===== config.mk =====
export PLATFORM = sky130hd
export DESIGN_NAME = block_read_spi_flat
export DESIGN_NICKNAME = d
export VERILOG_FILES = /design/src/rtl/block_read_spi_if.sv /design/src/rtl/block_read_spi.sv /design/src/flat_wrapper.sv
export SDC_FILE = /design/constraint.sdc
export NUM_CORES = 1
export LEC_CHECK = 0
export CAP_MARGIN = 20
export CORE_UTILIZATION = 47
export CTS_BUF_LIST = sky130_fd_sc_hd__clkbuf_8
export CTS_CLUSTER_SIZE = 25
export DETAILED_ROUTE_END_ITERATION = 8
export GPL_ROUTABILITY_DRIVEN = 0
export PLACE_DENSITY_LB_ADDON = 0.15
export SYNTH_ARGS = -nofsm -noshare
export SYNTH_HDL_FRONTEND = slang
export SYNTH_SLANG_ARGS = --single-unit

===== constraint.sdc =====
create_clock -name clk -period 4.75 [get_ports clk]
set_clock_uncertainty 0.2 [all_clocks]
set_input_delay 1.425 -clock clk [delete_from_list [all_inputs] [get_ports clk]]
set_output_delay 1.425 -clock clk [all_outputs]
set_load 0.02 [all_outputs]

===== src/rtl/block_read_spi_if.sv =====
// SPI-side signal bundle of block_read_spi: external master pins plus the parallel word read out.
// Framing contract: the master pulls cs low, clocks 8 address bits then Nbit data bits in mode 0 and raises cs to end the frame.
interface block_read_spi_if #(
   parameter int Nbit = 32
);
   logic            sclk;
   logic            mosi;
   logic            miso;
   logic            cs;
   logic [Nbit-1:0] inport;

   modport master (
      output sclk,
      output mosi,
      output cs,
      output inport,
      input  miso
   );

   modport slave (
      input  sclk,
      input  mosi,
      input  cs,
      input  inport,
      output miso
   );
endinterface


===== src/rtl/block_read_spi.sv =====
// SPI mode-0 slave read port, oversampled on clk: an 8-bit address is matched against param_adr,
// and on a hit the inport word is snapshotted and shifted out on miso, MSB first.
module block_read_spi #(
   parameter int         Nbit      = 32,
   parameter logic [7:0] param_adr = 8'd1
) (
   input  logic                clk,
   input  logic                rst,
   block_read_spi_if.slave     bus,
   output logic [2:0]          o_state
);

   localparam int CW = ($clog2(Nbit + 1) > 4) ? $clog2(Nbit + 1) : 4;

   typedef enum logic [2:0] {
      S_IDLE = 3'd0,
      S_ADDR = 3'd1,
      S_DATA = 3'd2,
      S_SKIP = 3'd3,
      S_DONE = 3'd4
   } state_t;

   // Synchronizers; sclk has a third stage so edges are seen exactly once.
   logic [2:0]      r_sclk_sync;
   logic [1:0]      r_mosi_sync;
   logic [1:0]      r_cs_sync;

   state_t          r_state;
   logic [CW-1:0]   r_cnt;
   logic [7:0]      r_adr;
   logic [Nbit-1:0] r_shift;
   logic            r_miso;

   state_t          w_state_nxt;
   logic [CW-1:0]   w_cnt_nxt;
   logic [7:0]      w_adr_nxt;
   logic [Nbit-1:0] w_shift_nxt;
   logic            w_miso_nxt;

   logic            w_sclk_rise;
   logic            w_sclk_fall;
   logic            w_cs_high;
   logic [7:0]      w_adr_shifted;
   logic [Nbit-1:0] w_shift_step;

   always_ff @(posedge clk or negedge rst) begin
      if (!rst) begin
         r_sclk_sync <= 3'b000;
         r_mosi_sync <= 2'b00;
         r_cs_sync   <= 2'b11;
      end else begin
         r_sclk_sync <= {r_sclk_sync[1:0], bus.sclk};
         r_mosi_sync <= {r_mosi_sync[0], bus.mosi};
         r_cs_sync   <= {r_cs_sync[0], bus.cs};
      end
   end

   assign w_sclk_rise   = r_sclk_sync[1] & ~r_sclk_sync[2];
   assign w_sclk_fall   = ~r_sclk_sync[1] & r_sclk_sync[2];
   assign w_cs_high     = r_cs_sync[1];
   assign w_adr_shifted = {r_adr[6:0], r_mosi_sync[1]};

   // The first data fall presents the snapshot MSB unshifted; later falls shift first.
   assign w_shift_step  = (r_cnt == '0) ? r_shift : {r_shift[Nbit-2:0], 1'b0};

   always_ff @(posedge clk or negedge rst) begin
      if (!rst) begin
         r_state <= S_IDLE;
         r_cnt   <= '0;
         r_adr   <= '0;
         r_shift <= '0;
         r_miso  <= 1'b0;
      end else begin
         r_state <= w_state_nxt;
         r_cnt   <= w_cnt_nxt;
         r_adr   <= w_adr_nxt;
         r_shift <= w_shift_nxt;
         r_miso  <= w_miso_nxt;
      end
   end

   always_comb begin
      w_state_nxt = r_state;
      w_cnt_nxt   = r_cnt;
      w_adr_nxt   = r_adr;
      w_shift_nxt = r_shift;
      w_miso_nxt  = 1'b0;

      if (w_cs_high) begin
         // cs high overrides any sclk edge seen in the same cycle.
         w_state_nxt = S_IDLE;
         w_cnt_nxt   = '0;
         w_adr_nxt   = '0;
      end else begin
         case (r_state)
            S_IDLE: begin
               w_cnt_nxt   = '0;
               w_state_nxt = S_ADDR;
            end
            S_ADDR: begin
               if (w_sclk_rise) begin
                  w_adr_nxt = w_adr_shifted;
                  if (r_cnt == CW'(7)) begin
                     w_cnt_nxt = '0;
                     if (w_adr_shifted == param_adr) begin
                        w_shift_nxt = bus.inport;
                        w_state_nxt = S_DATA;
                     end else begin
                        w_state_nxt = S_SKIP;
                     end
                  end else begin
                     w_cnt_nxt = r_cnt + CW'(1);
                  end
               end
            end
            S_DATA: begin
               w_miso_nxt = r_miso;
               if (w_sclk_fall) begin
                  if (r_cnt == CW'(Nbit)) begin
                     w_miso_nxt  = 1'b0;
                     w_state_nxt = S_DONE;
                  end else begin
                     w_shift_nxt = w_shift_step;
                     w_miso_nxt  = w_shift_step[Nbit-1];
                     w_cnt_nxt   = r_cnt + CW'(1);
                  end
               end
            end
            S_SKIP, S_DONE: begin
               w_miso_nxt = 1'b0;
            end
            default: begin
               w_state_nxt = S_IDLE;
               w_cnt_nxt   = '0;
            end
         endcase
      end
   end

   assign bus.miso = r_miso;
   assign o_state  = r_state;

endmodule


===== src/flat_wrapper.sv =====
// flat-port wrapper written by rule: the top's interface ports become plain ports
module block_read_spi_flat 
#(
   parameter int         Nbit      = 32,
   parameter logic [7:0] param_adr = 8'd1
)
  (clk, rst, o_state, bus_sclk, bus_mosi, bus_cs, bus_inport, bus_miso);
  block_read_spi_if #(.Nbit(Nbit)) bus_i ();
  input  logic clk;
  input  logic rst;
  output logic [2:0] o_state;
  input wire logic [$bits(bus_i.sclk)-1:0] bus_sclk;
  input wire logic [$bits(bus_i.mosi)-1:0] bus_mosi;
  input wire logic [$bits(bus_i.cs)-1:0] bus_cs;
  input wire logic [$bits(bus_i.inport)-1:0] bus_inport;
  output wire logic [$bits(bus_i.miso)-1:0] bus_miso;
  assign bus_i.sclk = bus_sclk;
  assign bus_i.mosi = bus_mosi;
  assign bus_i.cs = bus_cs;
  assign bus_i.inport = bus_inport;
  assign bus_miso = bus_i.miso;
  block_read_spi #(.Nbit(Nbit), .param_adr(param_adr)) u_core (.clk(clk), .rst(rst), .bus(bus_i), .o_state(o_state));
endmodule

==> results of run 1 <==
area by class of cell:
class                   instances  area, µm²
repair buffers                 45        453
well taps                      72       90.1
inverters                       4       15.0
multi-input cells             176       1210
clock inverters                 2       11.3
clock buffers                   6       82.6
fillers                       478       2240
flip-flops and latches         56       1400
registers in the layout (all words and copies together) (netlist names):
| name | flops |
|---|---|
| u_core.r_shift | 32 |
| u_core.r_adr | 7 |
| u_core.r_cnt | 6 |
| u_core.o_state | 3 |
| u_core.r_sclk_sync | 3 |
| u_core.r_cs_sync | 2 |
| u_core.r_mosi_sync | 2 |
| u_core.bus.miso | 1 |
path summary, 6_finish.rpt:
kind	slack, ns	depth (start not counted)	endpoint	startpoint
worst min-delay path	0.16	0	u_core.r_mosi_sync[1]$_DFF_PN0_	u_core.r_mosi_sync[0]$_DFF_PN0_
worst min register to register	0.16	0	u_core.r_mosi_sync[1]$_DFF_PN0_	u_core.r_mosi_sync[0]$_DFF_PN0_
worst max-delay path	1.44	1	o_state[2]	u_core.o_state[2]$_DFFE_PN0P_
worst max register to register	1.84	9	u_core.r_shift[10]$_DFFE_PN0P_	u_core.r_cnt[0]$_DFFE_PN0P_
min in group asynchronous	1.04	1	u_core.r_cnt[4]$_DFFE_PN0P_	rst
max in group asynchronous	2.57	2	u_core.r_shift[24]$_DFFE_PN0P_	rst
logic make-up (layout without fill, tap and decap cells):
| family | after synthesis | in the layout |
|---|---|---|
| simple gates | 50 | 50 |
| flops | 56 | 56 |
| xor+xnor | 3 | 3 |
| fa+ha+maj | 2 | 2 |
| buf+inv | 18 | 57 |
| mux | 43 | 43 |
| compound gates | 78 | 78 |
per-stage QoR:
step	area, µm²	util, %	instances	total power [mW]
finish	3270	59.4	361	1.46
global route	3270	59.4	361	1.57
CTS	3240	58.9	360	1.47
detailed placement	3150	57.2	352	1.20
global placement	3150	57.2	352	1.19
floorplan	2690	-	250	1.06
power by group:
group	internal, mW	switching, mW	leakage [nW]
combinational	0.226	0.242	0.550
sequential	0.625	0.100	0.651
clock	0.117	0.150	0.0486
total	0.967	0.492	1.25
layout by cell type (no fill, tap or decap), types with 2 or more instances in the layout:
master / n
sky130_fd_sc_hd__ha_1: 2
sky130_fd_sc_hd__inv_1: 5
sky130_fd_sc_hd__dfstp_2: 2
sky130_fd_sc_hd__nand3b_1: 3
sky130_fd_sc_hd__buf_4: 4
sky130_fd_sc_hd__mux2i_1: 40
sky130_fd_sc_hd__nand3_1: 5
sky130_fd_sc_hd__o21ai_1: 2
sky130_fd_sc_hd__nand2b_1: 4
sky130_fd_sc_hd__clkbuf_8: 6
sky130_fd_sc_hd__mux2_1: 2
sky130_fd_sc_hd__and2_1: 2
sky130_fd_sc_hd__xor2_1: 3
sky130_fd_sc_hd__nor2_1: 14
sky130_fd_sc_hd__a21oi_1: 60
sky130_fd_sc_hd__nand2_1: 5
sky130_fd_sc_hd__a31oi_1: 2
sky130_fd_sc_hd__dfrtp_1: 54
sky130_fd_sc_hd__or3_1: 2
sky130_fd_sc_hd__or3b_1: 2
sky130_fd_sc_hd__nor4b_1: 2
sky130_fd_sc_hd__a211oi_1: 2
sky130_fd_sc_hd__clkdlybuf4s50_1: 39
sky130_fd_sc_hd__nor3_1: 2
sky130_fd_sc_hd__nor3b_1: 2
sky130_fd_sc_hd__o21ai_0: 4
layer usage:
layer,global-route usage [%],wire length [µm]
met5,0,0
met4,5.85,19
met3,4.12,226
met2,28.7,2360
met1,28.5,2630
==> results.txt, run 1 <==
The worst max-slew margin expressed relative to the limit came out at roughly two fifths. The total number of vias came out at 2033. The multiplexer share of the synthesized area came out at 16.1%.

The layout overhead on the synthesized area came out at 21.4%. The number of search-and-repair iterations in the first detailed-routing pass came out at 4. Clock-pin slew was measured on the worst setup and hold paths at 0.10 ns. Counting flops and latches in the post-synthesis netlist gives 56. TritonCTS built the clock tree. The kind of path behind the tightest hold check is flop to flop.

Summed over all cells, the static leakage comes to approximately 1.2 nW. Entering global routing, the biggest net connects 43 pins. In the final layout, the share of cells above drive strength 1 is 6.92%. The pre-CTS setup slack is around 1.4 ns.

The mean number of vias per cell came out at between 5 and 6. The top cell type by area accounts for around half of the synthesized area. Grouping stages by cell kind, the critical path spends the most delay in buffers and inverters. The critical path goes through clkdlybuf4s50_1. In this run the remaining antenna-violating nets after routing total 0.

The total negative slack for setup checks came out at 0 ns. After Yosys synthesis, XOR and XNOR cells account for 0.975% of the synthesized area. The HPWL after detailed placement is 3.43 mm. The number of nets produced by synthesis came out at about 290. The sequential fraction of the synthesis area is about 52%.

Hold repair after CTS inserted 0 buffers. The worst hold margin is 0.158 ns. The required time at the worst-slack endpoint is ~3.1 ns. Data arrives at the worst endpoint at about 1.7 ns. The cell count after synthesis is between 200 and 300. The area fraction in compound gates after synthesis came out at about 17%.

The element type at the critical path start is a flop. The max-slew violation total from the final report was 0. The worst-case clock buffer depth came out at 2. The number of antenna diodes in the final layout is 0.

The count of input and output buffers came out at 40. The post-synthesis share of cell area spent on full adders, half adders and majority gates came out at less than 1%. The post-synthesis share of cell area spent on and, or, nand and nor gates came out at between 10% and 20%. Dividing the detail-routed wire length by the instance count gives around 15 µm. The first global-routing pass estimated 9.18 mm of wire. The number of ports placed on the die boundary came out at 41. The number of buffers inserted by post-CTS setup repair is 0. The number of H-tree levels came out at 2. The library cell occupying the most area in the post-synthesis netlist is sky130_fd_sc_hd__dfrtp_1.

The final period demand of the worst path is ~3.3 ns. Power spread over the standard cell area amounts to between 400 and 500 nW/µm². The hold violation count in the final report is 0. The number of buffer and inverter instances along the worst setup path is 1. Among all stages on the critical path, the largest delay is contributed by sky130_fd_sc_hd__clkdlybuf4s50_1. The final period utilization came out at a little over two thirds. The row count is 27.

The Yosys step of the flow raised 0 warnings. The number of global-route vias before repair came out at 1921. The mean instance size in the synthesized netlist is roughly 11 µm². Yosys attributes the largest share of cell area to sky130_fd_sc_hd__dfrtp_1, sky130_fd_sc_hd__mux2i_1, sky130_fd_sc_hd__a21oi_1.

CTS placed an instance of sky130_fd_sc_hd__clkbuf_8 at the clock tree root. The count of flip-flops with a built-in enable after synthesis came out at 0. For this block, the routed nets add up to approximately 5.2 mm of wire. The initial core utilization came out at approximately 49%. TritonCTS created 5 clock buffers. The peak supply drop is around 0.00026 V. The number of nets in the layout came out at 327. The leading register cell type out of synthesis is sky130_fd_sc_hd__dfrtp_1. In this run the cell area of the synthesized design comes to ~2700 µm². The core area is around 5500 µm². The worst setup path is captured at an output pin.

The number of maximum-capacitance violations came out at 0. The count of clock tree sinks came out at 56. The slew at the pin with the worst max-slew slack is around 0.91 ns.

The type of the worst setup path is flop to output pin. The count of distinct cell types in the synthesized netlist is 41. The number of remaining DRC errors came out at 0. After synthesis, the largest family of logic cells by area is compound AO/OA/AOI/OAI gates. The fraction of registers with async set or reset after synthesis is 100%.

The number of instances resized during post-cts repair came out at 0. The clock reaches the later pin of the worst-skew pair after about 0.31 ns. The floorplan step defined a die boundary enclosing 6040 µm². The delay of the slowest cell on the worst path came out at roughly 0.70 ns. Measured along the y axis, the die boundary spans 77.7 µm. Static timing analysis puts the maximum clock frequency at around 0.30 GHz. The width of the die came out at a little under 80 µm. The most common cell in the netlist is sky130_fd_sc_hd__a21oi_1. The number of setup violations in the final report is 0. The aggregate global-route resource usage came out at 19.4%.

In the synthesized netlist, the cells that appear most often are sky130_fd_sc_hd__a21oi_1, sky130_fd_sc_hd__dfrtp_1, sky130_fd_sc_hd__mux2i_1. In this run the worst path has a maximum fanout of 13. The initial antenna violation count is 0.

Setup repair after global routing left no endpoint under its margin. The violation count after the first detailed-route iteration is 130. The overall overflow remaining after global route is 0. The flow ran to the end, and the final reports show no timing, DRC or antenna violations. The final worst slack is 1.44 ns.
No activity file was read; power rests on OpenSTA's default activity.
==> inputs of run 2 (changes only) <==
clock period = 3 ns   (was 4.75 ns; I/O delays follow)
==> results.txt, run 2 (same netlist as run 1, synthesis figures left out) <==
The sum of routed wire length over all layers came out at 5.38 mm (+2.6%). The library cell used most frequently in the layout, excluding fill and tap cells, is sky130_fd_sc_hd__a21oi_1. The final worst slack is 0.219 ns (-1.22 ns). The width of the die is 77.7 µm (unchanged). STA classifies the critical path startpoint as a flop.

The number of global-route vias before repair came to 1890 (-1.6%). The initial antenna violation count came out at 0 (unchanged). The number of cell instances on the worst register-to-register path was 8 (-1).

The number of remaining DRC errors is 0 (unchanged). Setup repair after global routing left no endpoint under its margin. The delay of the slowest cell on the worst path came out at 0.70 ns (about the same). The worst max-slew margin expressed relative to the limit is 64.6% (+25 points). The post-detailed-placement half-perimeter wirelength came out at 3.53 mm (+2.8%). The pre-CTS setup slack is 0.482 ns (-0.869 ns). The number of ports placed on the die boundary is 41 (unchanged). Walking the worst path, the cells encountered are clkdlybuf4s50_1. The final period utilization came out at between 90 and 100%.

The highest-delay cell along the critical path is sky130_fd_sc_hd__clkdlybuf4s50_1. The number of buffers created by CTS is 5 (unchanged). The clock latency on the worst-skew pair was 0.30 ns (about the same). The highest metal layer with signal wires is met4. The endpoint kind of the worst setup timing path is an output pin. The register with the most flip-flops in the final layout is u_core.r_shift.

The highest net fanout along the worst path is 13 (unchanged). The aggregate global-route resource usage is 19.2% (-0.25 points). The worst path in the final design needs a cycle of approximately 2.8 ns, including I/O delays and setup. The clock transition at the registers of the reported paths is 0.11 ns (about the same).

For hold timing, the worst endpoint is u_core.r_mosi_sync[1]$_DFF_PN0_. The hold path startpoint is u_core.r_mosi_sync[0]$_DFF_PN0_. The worst-case clock buffer depth is 2 (unchanged). The worst register-to-register path begins at u_core.r_cnt[0]$_DFFE_PN0P_. The areal power density over the cells came out at 707 nW/µm² (+58%).

The overall overflow remaining after global route was 0 (unchanged). The average wire length per cell after detail routing is 14.8 µm (+2.1%). The tightest min-delay check is of the flop to flop type.

The detailed-routing wirelength on met1 came to 2.73 mm (+4.0%). The violation count after the first detailed-route iteration is 212 (+63%). The number of buffer and inverter instances along the worst setup path came to 1 (unchanged). The critical path data arrival time came out at 1.68 ns (about the same). The detailed route wirelength on metal2 was 2.38 mm (+0.47%). In the layout the commonest cells are sky130_fd_sc_hd__a21oi_1, sky130_fd_sc_hd__dfrtp_1, sky130_fd_sc_hd__mux2i_1.

The total negative slack for setup checks came out at 0 ns (unchanged). The core area came out at 5510 µm² (unchanged). In this run the clock root is driven by a sky130_fd_sc_hd__clkbuf_8. The number of instances resized during post-cts repair was 0 (unchanged). The final instance count without filler cells is 363 (+0.55%).

The number of setup violations in the final report is 0 (unchanged). The hold buffer count at cts is 0 (unchanged). The max-slew violation total from the final report came to 0 (unchanged). The number of search-and-repair iterations in the first detailed-routing pass came out at 4 (unchanged). The die footprint was 6040 µm² (unchanged).

The number of H-tree levels is 2 (unchanged). The hold path depth is 0 (unchanged). The mean number of vias per cell came out at 5.53 (-1.8%). The total number of vias is 2008 (-1.2%). The flip-flop count of the largest register, all copies and words added came to 32 (unchanged).

The remaining antenna violation count after routing is 0 (unchanged). The maximum number of pins on one net before global-route repair came out at 33 (-23%). The amount of wire on met3 after detailed routing came to 220 µm (-2.7%). The setup path with the least slack is of type flop to output pin. The row count came to 27 (unchanged). The total inserted antenna cells came out at 0 (unchanged). In this run the critical register-to-register path is captured at u_core.r_shift[22]$_DFFE_PN0P_. The initial core utilization came out at 48.9% (unchanged). The maximum operating frequency came out at approximately 0.36 GHz. The number of buffers inserted by post-CTS setup repair came out at 0 (unchanged). The number of nets in the layout came out at 329 (+0.61%). The minimum setup slack among reg-to-reg paths came out at 0.47 ns (-1.37 ns).

The largest registers in the layout are u_core.r_shift x32, u_core.r_adr x7, u_core.r_cnt x6. The count of placed standard cells including taps was 355 (+0.85%). The total leakage power is 1.25 nW (about the same). In this design, the largest share of critical-path delay is due to buffers and inverters. The die extent in y was 77.7 µm (unchanged).

The count of input and output buffers came out at 40 (unchanged). Relative to the synthesized area, the layout overhead comes to 21.0%. The number of maximum-capacitance violations came to 0 (unchanged). The worst hold margin came out at 0.159 ns (+0.000758 ns). The share of layout cells above drive strength 1 came out at 7.56% (+0.64 points). The peak supply drop was 0.000344 V (+32%). TritonCTS built the clock tree. The count of clock tree sinks came to 56 (unchanged). The flow ran to the end, and the final reports show no timing, DRC or antenna violations. The hold violation count in the final report came out at 0 (unchanged).

The global-route wire length before repair came out at 9.15 mm (-0.31%). The slew at the pin with the worst max-slew slack came out at 0.531 ns (-0.381 ns). The required time at the worst-slack endpoint came to 1.90 ns (-1.22 ns).
[run 2: cell types whose count changed in the layout (fill, tap and decap cells not counted), sizes merged]
cell / previous run / this run
clkbuf: 6 / 5
buf: 6 / 8
inv: 5 / 6
[run 2: layout make-up]
cell class | count | area, µm²
clock buffer | 5 | 68.8
clock inverter | 3 | 20.0
fill | 498 | 2250
inverter | 4 | 15.0
multi-input combinational | 176 | 1210
sequential | 56 | 1400
tap | 72 | 90.1
timing repair buffer | 47 | 448
[run 2: worst max-delay path by stage]
| stage | start | end | slack [ns] | depth (start not counted) |
|---|---|---|---|---|
| global placement | u_core.o_state[2]$_DFFE_PN0P_ | o_state[2] | 0.55 | 1 |
| CTS | u_core.o_state[2]$_DFFE_PN0P_ | o_state[2] | 0.21 | 1 |
| floorplan | u_core.r_cnt[0]$_DFFE_PN0P_ | u_core.r_shift[10]$_DFFE_PN0P_ | 0.67 | 8 |
| finish | u_core.o_state[2]$_DFFE_PN0P_ | o_state[2] | 0.22 | 1 |
| global route | u_core.o_state[2]$_DFFE_PN0P_ | o_state[2] | 0.13 | 1 |
| detailed placement | u_core.r_cnt[0]$_DFFE_PN0P_ | u_core.r_shift[6]$_DFFE_PN0P_ | 0.48 | 8 |
[run 2: per-layer routing]
| layer | global-route usage, % | vias to the layer above |
|---|---|---|
| met2 | 28.0 | 46 |
| met4 | 4.53 | 0 |
| met1 | 29.4 | 974 |
| met5 | 0 | - |
| li1 | - | 983 |
| met3 | 3.41 | 5 |
[run 2: where the power goes]
| group | internal (mW) | switching [mW] | total (mW) | leakage, nW |
|---|---|---|---|---|
| sequential | 0.989 | 0.163 | 1.15 | 0.651 |
| combinational | 0.354 | 0.381 | 0.735 | 0.553 |
| clock | 0.165 | 0.250 | 0.416 | 0.0460 |
[run 2: per-stage QoR]
step                      power, mW  area, µm²  utilization (%)
after global placement         1.88       3170             57.6
after floorplan                1.67       2690                -
after CTS                      2.32       3260             59.2
final                          2.30       3260             59.2
after global routing           2.47       3260             59.2
after detailed placement       1.90       3170             57.6
==> inputs of run 3 (changes only) <==
CORE_MARGIN = 4   (was unset)
CORE_UTILIZATION = 39   (was 47)
==> results.txt, run 3 (same netlist as run 1, synthesis figures left out) <==
The delay of the slowest cell on the worst path came out at 0.43 ns (-0.27 ns). The worst max-slew margin expressed relative to the limit came out at 52.0% (-13 points). The number of buffers created by CTS came out at 5 (unchanged). The area occupied by multi-input gates is 1210 µm² (unchanged). The number of nets in the layout came out at 329 (unchanged). The summed area of non-filler cells in the final layout came out at 3280 µm² (+0.54%). The number of maximum-capacitance violations is 0 (unchanged). The highest net fanout along the worst path came out at 32 (+19). The initial antenna violation count is 0 (unchanged). The endpoint kind of the worst setup timing path is a flop. The core utilization of the finished layout came out at 48.5% (-11 points). The global-route wire length before repair is 9.80 mm (+7.1%). The kind of path behind the tightest hold check is flop to flop. The post-detailed-placement half-perimeter wirelength came out at 3.60 mm (+2.2%). The final period utilization came out at 84.7% (-8.0 points). The final period demand of the worst path came out at 2.54 ns (-0.240 ns). The violation count after the first detailed-route iteration came out at 97 (-54%).

The minimum setup slack among reg-to-reg paths was 0.46 ns (about the same). The max-slew violation total from the final report came out at 0 (unchanged). The count of placed standard cells including taps came to 363 (+2.3%). The sum of routed wire length over all layers came out at 5.57 mm (+3.6%). The row count came to 30 (+11%). The total area of sequential cells came out at 1400 µm² (unchanged).

The switching power share of the total came out at 34.0% (-0.47 points). The internal power of the cells is 1.54 mW (+1.8%). The total leakage power is 1.26 nW (+0.50%). Relative to the synthesized area, the layout overhead comes to 21.6%. The number of setup violations in the final report came out at 0 (unchanged).

The number of buffers inserted by post-CTS setup repair is 0 (unchanged). The area of placed instances is 3180 µm² (+0.32%). The number of ports placed on the die boundary is 41 (unchanged). The count of clock tree sinks is 56 (unchanged). The hold violation count in the final report came out at 0 (unchanged). The slowest stage of the critical path is the sky130_fd_sc_hd__dfrtp_1 cell. The critical path is of the flop to flop type. The total inserted antenna cells is 0 (unchanged).

The worst-case clock buffer depth is 2 (unchanged). The peak supply drop came to 0.000309 V (-10%). The aggregate global-route resource usage came out at 14.2% (-4.9 points). The die footprint came to 8300 µm² (+37%).

The part of the total power dissipated in combinational logic came out at 32.5% (+0.6 points). The flip-flop count of the largest register, all copies and words added came out at 32 (unchanged). The mean number of vias per cell came out at 5.46 (-1.3%). The average wire length per cell after detail routing is 15.0 µm (+1.3%). The startpoint identified for the worst hold timing path is u_core.r_mosi_sync[0]$_DFF_PN0_. The hold buffer count at cts came out at 0 (unchanged). The critical path data arrival time was 2.58 ns (+0.90 ns). The sequential fraction of design power is 48.6% (-1.5 points). u_core.r_shift holds more flip-flops than any other register. The maximum operating frequency is 0.394 GHz (+9.5%). The slew at the pin with the worst max-slew slack came out at 0.721 ns (+0.189 ns). The maximum number of pins on one net before global-route repair came out at 57 (+73%). The library cells used most frequently in the layout, excluding fill and tap cells, are sky130_fd_sc_hd__a21oi_1, sky130_fd_sc_hd__dfrtp_1, sky130_fd_sc_hd__mux2i_1. The number of instances resized during post-cts repair is 0 (unchanged). The count of input and output buffers came out at 40 (unchanged). The share of layout cells above drive strength 1 is 7.90% (+0.34 points). TritonCTS built the clock tree. Grouping stages by cell kind, the critical path spends the most delay in compound AO/OA/AOI/OAI gates.

The cell that appears most often on the critical path is sky130_fd_sc_hd__a21oi_1. The critical path startpoint is u_core.r_cnt[0]$_DFFE_PN0P_. The number of fill cells is 638 (+28%). Traced cell by cell, the critical path runs through inv_1 -> ha_1 -> nor2b_1 -> a311o_1 -> a2111oi_4 -> buf_4 -> a21oi_1 -> a21oi_1. The total number of vias was 2025 (+0.85%). The number of remaining DRC errors is 0 (unchanged).

The clock latency on the worst-skew pair came out at 0.31 ns (about the same). The run finished with clean final reports. The core area is 6760 µm² (+23%). The initial core utilization came out at 39.9% (-9.1 points).

The net switching power is 792 µW (-0.32%). The width of the die is 91.1 µm (+17%). The number of H-tree levels came out at 2 (unchanged). The die extent in y is 91.1 µm (+17%). The number of buffer and inverter instances along the worst setup path came out at 2 (+1). The number of search-and-repair iterations in the first detailed-routing pass came to 4 (unchanged). The origin of the critical flop-to-flop path is u_core.r_cnt[0]$_DFFE_PN0P_.

In the final layout, the registers with the most flip-flops are u_core.r_shift x32, u_core.r_adr x7, u_core.r_cnt x6. The number of global-route vias before repair came out at 2079 (+10%). The library cell used most frequently in the layout, excluding fill and tap cells, is sky130_fd_sc_hd__a21oi_1.

The final worst slack came to 0.459 ns (+0.240 ns). The final instance count without filler cells is 371 (+2.2%). The clock transition at the registers of the reported paths came to 0.11 ns (about the same). The pre-CTS setup slack is 0.469 ns (-0.0134 ns). STA classifies the critical path startpoint as a flop. The required time at the worst-slack endpoint was 3.04 ns (+1.14 ns). The overall overflow remaining after global route is 0 (unchanged). The total negative slack for setup checks is 0 ns (unchanged). In this run the clock root is driven by a sky130_fd_sc_hd__clkbuf_8. The remaining antenna violation count after routing came to 0 (unchanged). Setup repair after global routing left no endpoint under its margin. The share of power burned in the clock network came out at 18.9% (+0.9 points). The areal power density over the cells came out at 710 nW/µm² (+0.53%).
run 3: cell count changes in the layout (fill, tap and decap cells not counted):
| cell | before | now |
|---|---|---|
| sky130_fd_sc_hd__inv_1 | 5 | 4 |
| sky130_fd_sc_hd__clkbuf_8 | 5 | 6 |
| sky130_fd_sc_hd__clkinv_2 | 0 | 1 |
| sky130_fd_sc_hd__clkinvlp_4 | 1 | 0 |
run 3: power by group through the flow:
| stage | clock network [mW] | registers [mW] | logic [mW] |
|---|---|---|---|
| 4_1_cts | 0.459 | 1.13 | 0.770 |
| 6_report | 0.440 | 1.13 | 0.756 |
| 5_1_grt | 0.484 | 1.17 | 0.855 |
| 2_1_floorplan | 0 | 1.13 | 0.548 |
| 3_3_place_gp | 0 | 1.14 | 0.751 |
| 3_5_place_dp | 0 | 1.14 | 0.769 |
run 3: area by class of cell:
class | instances | share of cell area, %
well taps | 80 | 3.05
clock inverters | 2 | 0.420
multi-input cells | 176 | 37.0
clock buffers | 6 | 2.52
flip-flops and latches | 56 | 42.8
repair buffers | 47 | 13.7
inverters | 4 | 0.458
run 3: worst register-to-register path, stage by stage (launching register included):
cell and delay [ns]:
sky130_fd_sc_hd__dfrtp_1 0.43, sky130_fd_sc_hd__inv_1 0.07, sky130_fd_sc_hd__ha_1 0.18, sky130_fd_sc_hd__nor2b_1 0.17, sky130_fd_sc_hd__a311o_1 0.40, sky130_fd_sc_hd__a2111oi_4 0.36
sky130_fd_sc_hd__buf_4 0.39, sky130_fd_sc_hd__a21oi_1 0.13, sky130_fd_sc_hd__a21oi_1 0.14
run 3: worst paths after layout:
check / end / cells past startpoint
setup / recovery: u_core.r_shift[3]$_DFFE_PN0P_ / 8
hold / removal: u_core.r_mosi_sync[1]$_DFF_PN0_ / 0
setup reg to reg: u_core.r_shift[3]$_DFFE_PN0P_ / 8
hold reg to reg: u_core.r_mosi_sync[1]$_DFF_PN0_ / 0
max in group asynchronous: u_core.r_shift[25]$_DFFE_PN0P_ / 2
min in group asynchronous: u_core.r_cnt[4]$_DFFE_PN0P_ / 2
run 3: per-layer routing:
metal  up-vias  GRT usage [%]  share of wire (%)
li1        983              -                  -
met1       990           18.9                 48
met2        43           22.9                 46
met3         9           3.15                4.3
met4         0           4.90                1.7
met5         -              0                  0
run 3: per-stage QoR:
step / hold slack [ns] / power (mW)
after floorplan: 0.131 / 1.67
after global placement: 0.132 / 1.90
after detailed placement: 0.135 / 1.91
after CTS: 0.158 / 2.36
after global routing: 0.170 / 2.50
final: 0.155 / 2.33
==> variant (config.mk and constraints of run 3) <==
`Nbit` is set to 32 in 3 places; all go to 128.
--- a/src/rtl/block_read_spi_if.sv
+++ b/src/rtl/block_read_spi_if.sv
@@ -1,7 +1,7 @@
 // SPI-side signal bundle of block_read_spi: external master pins plus the parallel word read out.
 // Framing contract: the master pulls cs low, clocks 8 address bits then Nbit data bits in mode 0 and raises cs to end the frame.
 interface block_read_spi_if #(
-   parameter int Nbit = 32
+   parameter int Nbit = 128
 );
    logic            sclk;
    logic            mosi;
--- a/src/rtl/block_read_spi.sv
+++ b/src/rtl/block_read_spi.sv
@@ -1,7 +1,7 @@
 // SPI mode-0 slave read port, oversampled on clk: an 8-bit address is matched against param_adr,
 // and on a hit the inport word is snapshotted and shifted out on miso, MSB first.
 module block_read_spi #(
-   parameter int         Nbit      = 32,
+   parameter int         Nbit      = 128,
    parameter logic [7:0] param_adr = 8'd1
 ) (
    input  logic                clk,
--- a/src/flat_wrapper.sv
+++ b/src/flat_wrapper.sv
@@ -1,7 +1,7 @@
 // flat-port wrapper written by rule: the top's interface ports become plain ports
 module block_read_spi_flat 
 #(
-   parameter int         Nbit      = 32,
+   parameter int         Nbit      = 128,
    parameter logic [7:0] param_adr = 8'd1
 )
   (clk, rst, o_state, bus_sclk, bus_mosi, bus_cs, bus_inport, bus_miso);
Interface: changed (resized bus_inport); port bits go from 41 to 137. The function was not compared with the original's and may differ.
==> variant against run 3 <==
  * Area after synthesis grew to 3.0 times the old value
  * Design area grew to 3.1 times the old value
  * Sequential power grew to 3.0 times the old value
  * Sequential cell count grew 98
  * Clock power grew to 3.3 times the old value
  * Worst hold slack lost 0.0016 ns
  * Setup slack lost 0.31 ns
  * Total power grew to 2.9 times the old value
  * Routed wire length grew to 3.3 times the old value
  * Critical path type is now flip-flop to primary output
  * Largest power group unchanged
==> variant: results (changes against run 3) <==
| Metric | Value |
|---|---|
| Crit path largest cell delay | `0.70 ns (was 0.43 ns)` |
| Switch share | `30.3% (was 34.0%)` |
| HPWL after detailed placement | `11900 um (was 3600 um)` |
| Drt total wl | `18200 um (was 5570 um)` |
| Critical path's top delay family | `buffers and inverters (was compound AO/OA/AOI/OAI gates)` |
| Post-synth top flop | `dfrtp_1 (unchanged)` |
| 1st-iter DRT viols | `391 (was 97)` |
| Root buffer cell | `clkbuf_8 (unchanged)` |
| Synth Area in Adders | `0.312% (was 0.929%)` |
| Share of layout cells above drive strength 1 | `19.8% (was 7.90%)` |
| Static Leakage | `4.34 nW (was 1.26 nW)` |
| Arr. time, crit path | `1.76 ns (was 2.58 ns)` |
| First-pass GRT wire length | `30000 um (was 9800 um)` |
| Final Net Count | `1072 (was 329)` |
| Vias in the first global route | `5923 (was 2079)` |
| Post-synthesis xor/xnor area fraction | `0.109% (was 0.975%)` |
| Vias after detailed routing | `6015 (was 2025)` |
| Filler Cell Count | `1888 (was 638)` |
| Clock Path Buffers | `2 (unchanged)` |
| GRT Total Usage | `16.3% (was 14.2%)` |
| Max H-tree Level | `4 (was 2)` |
| Drt first pass iters | `5 (was 4)` |
| Top Registers | `u_core.r_shift (128), u_core.r_cnt (8), u_core.r_adr (7) (was u_core.r_shift (32), u_core.r_adr (7), u_core.r_cnt (6))` |
| Ant diodes | `0 (unchanged)` |
| Clk_lat worst skew | `0.45 ns (was 0.31 ns)` |
| Hold buffer count at cts | `0 (unchanged)` |
| Pin count of the biggest net entering global routing | `65 (was 57)` |
| Synth cell types | `46 (was 41)` |
| Port bufs | `136 (was 40)` |
| Worst Tran Pin Value | `0.688 ns (was 0.721 ns)` |
| Crit-path slowest cell | `clkdlybuf4s50_1 (was dfrtp_1)` |
| Status | `completed (unchanged)` |
| Top cells by instance count after synthesis | `258 x nand2_1, 152 x dfrtp_1, 135 x o21ai_0, 98 x mux2_2, 41 x clkbuf_1 (was 60 x a21oi_1, 54 x dfrtp_1, 40 x mux2i_1, 15 x nor2_1, 7 x clkbuf_1)` |
| Post-synthesis mux area share | `20.2% (was 16.1%)` |
| Hold WC Path Type | `flip-flop to flip-flop (unchanged)` |
| Syn nets | `958 (was 289)` |
| Peak supply drop | `0.346 mV (was 0.309 mV)` |
| Ys async rst share | `100% (unchanged)` |
| Compound-Gate Fraction of Synth Area | `11.0% (was 16.6%)` |
| Critical path fanouts, max | `14 (was 32)` |
| Synth area leaders | `dfrtp_1 47%, mux2_2 14%, nand2_1 12% (was dfrtp_1 50%, mux2i_1 15%, a21oi_1 11%)` |
| Synth warn | `0 (unchanged)` |
| CTS Buf Count | `17 (was 5)` |
| Initial antenna violation count | `0 (unchanged)` |
| Clk slew on worst S/H paths | `0.08 ns (was 0.11 ns)` |
| Sequential fraction of the synthesis area | `48.1% (was 52.1%)` |
variant: what timing repair did:
action / 4_1_cts / 5_1_grt
buffers inserted: 0 / 0
endpoints found under the setup margin: 0 / 4
gates resized for setup: 0 / 1
variant: through the flow:
step           instances  instance area, um2
6_report            1220               10000
5_1_grt             1220               10000
4_1_cts             1220               10000
3_5_place_dp        1188                9680
3_3_place_gp        1188                9680
2_1_floorplan        823                8020
variant: final cells by class:
cell class | count | area share, %
clock buffers | 17 | 2.33
clock inverters | 15 | 1.17
multi-input cells | 603 | 38.0
inverters | 3 | 0.112
well taps | 270 | 3.36
repair buffers | 158 | 16.6
flip-flops and latches | 154 | 38.4
variant: metal layers:
metal  up-vias  GRT usage (%)  share of wire, %
met5         -              0                 0
met4         0           4.13              0.81
met3        11           3.77               4.6
met2       120           23.6                44
met1      2877           24.4                50
li1       3007              -                 -
variant: power by group through the flow:
stage	clock network [mW]	logic, mW	registers [mW]
global placement	0	1.95	3.43
global route	1.59	2.18	3.52
finish	1.44	1.99	3.41
detailed placement	0	2.01	3.45
CTS	1.50	2.01	3.42
floorplan	0	1.48	3.31
variant: cells by family (layout without fill, tap and decap cells):
kind of cell | after synthesis | count (layout)
muxes | 136 | 136
buffers and inverters | 66 | 193
and+or+nand+nor | 305 | 305
adders and majority gates | 2 | 2
xor gates and xnor gates | 1 | 1
DFF | 154 | 154
AOI/OAI and AO/OA | 159 | 159
variant: worst paths after layout:
kind	startpoint	to	slack, ns	cells past startpoint
max in group asynchronous	rst	u_core.r_shift[86]	1.74	2
worst min-delay path	u_core.r_mosi_sync[0]	u_core.r_mosi_sync[1]	0.15	0
min in group asynchronous	rst	u_core.r_adr[6]	0.21	1
worst min register to register	u_core.r_mosi_sync[0]	u_core.r_mosi_sync[1]	0.15	0
worst max register to register	u_core.r_cnt[3]	u_core.r_shift[101]	0.15	7
worst max-delay path	u_core.o_state[0]	o_state[0]	0.14	1
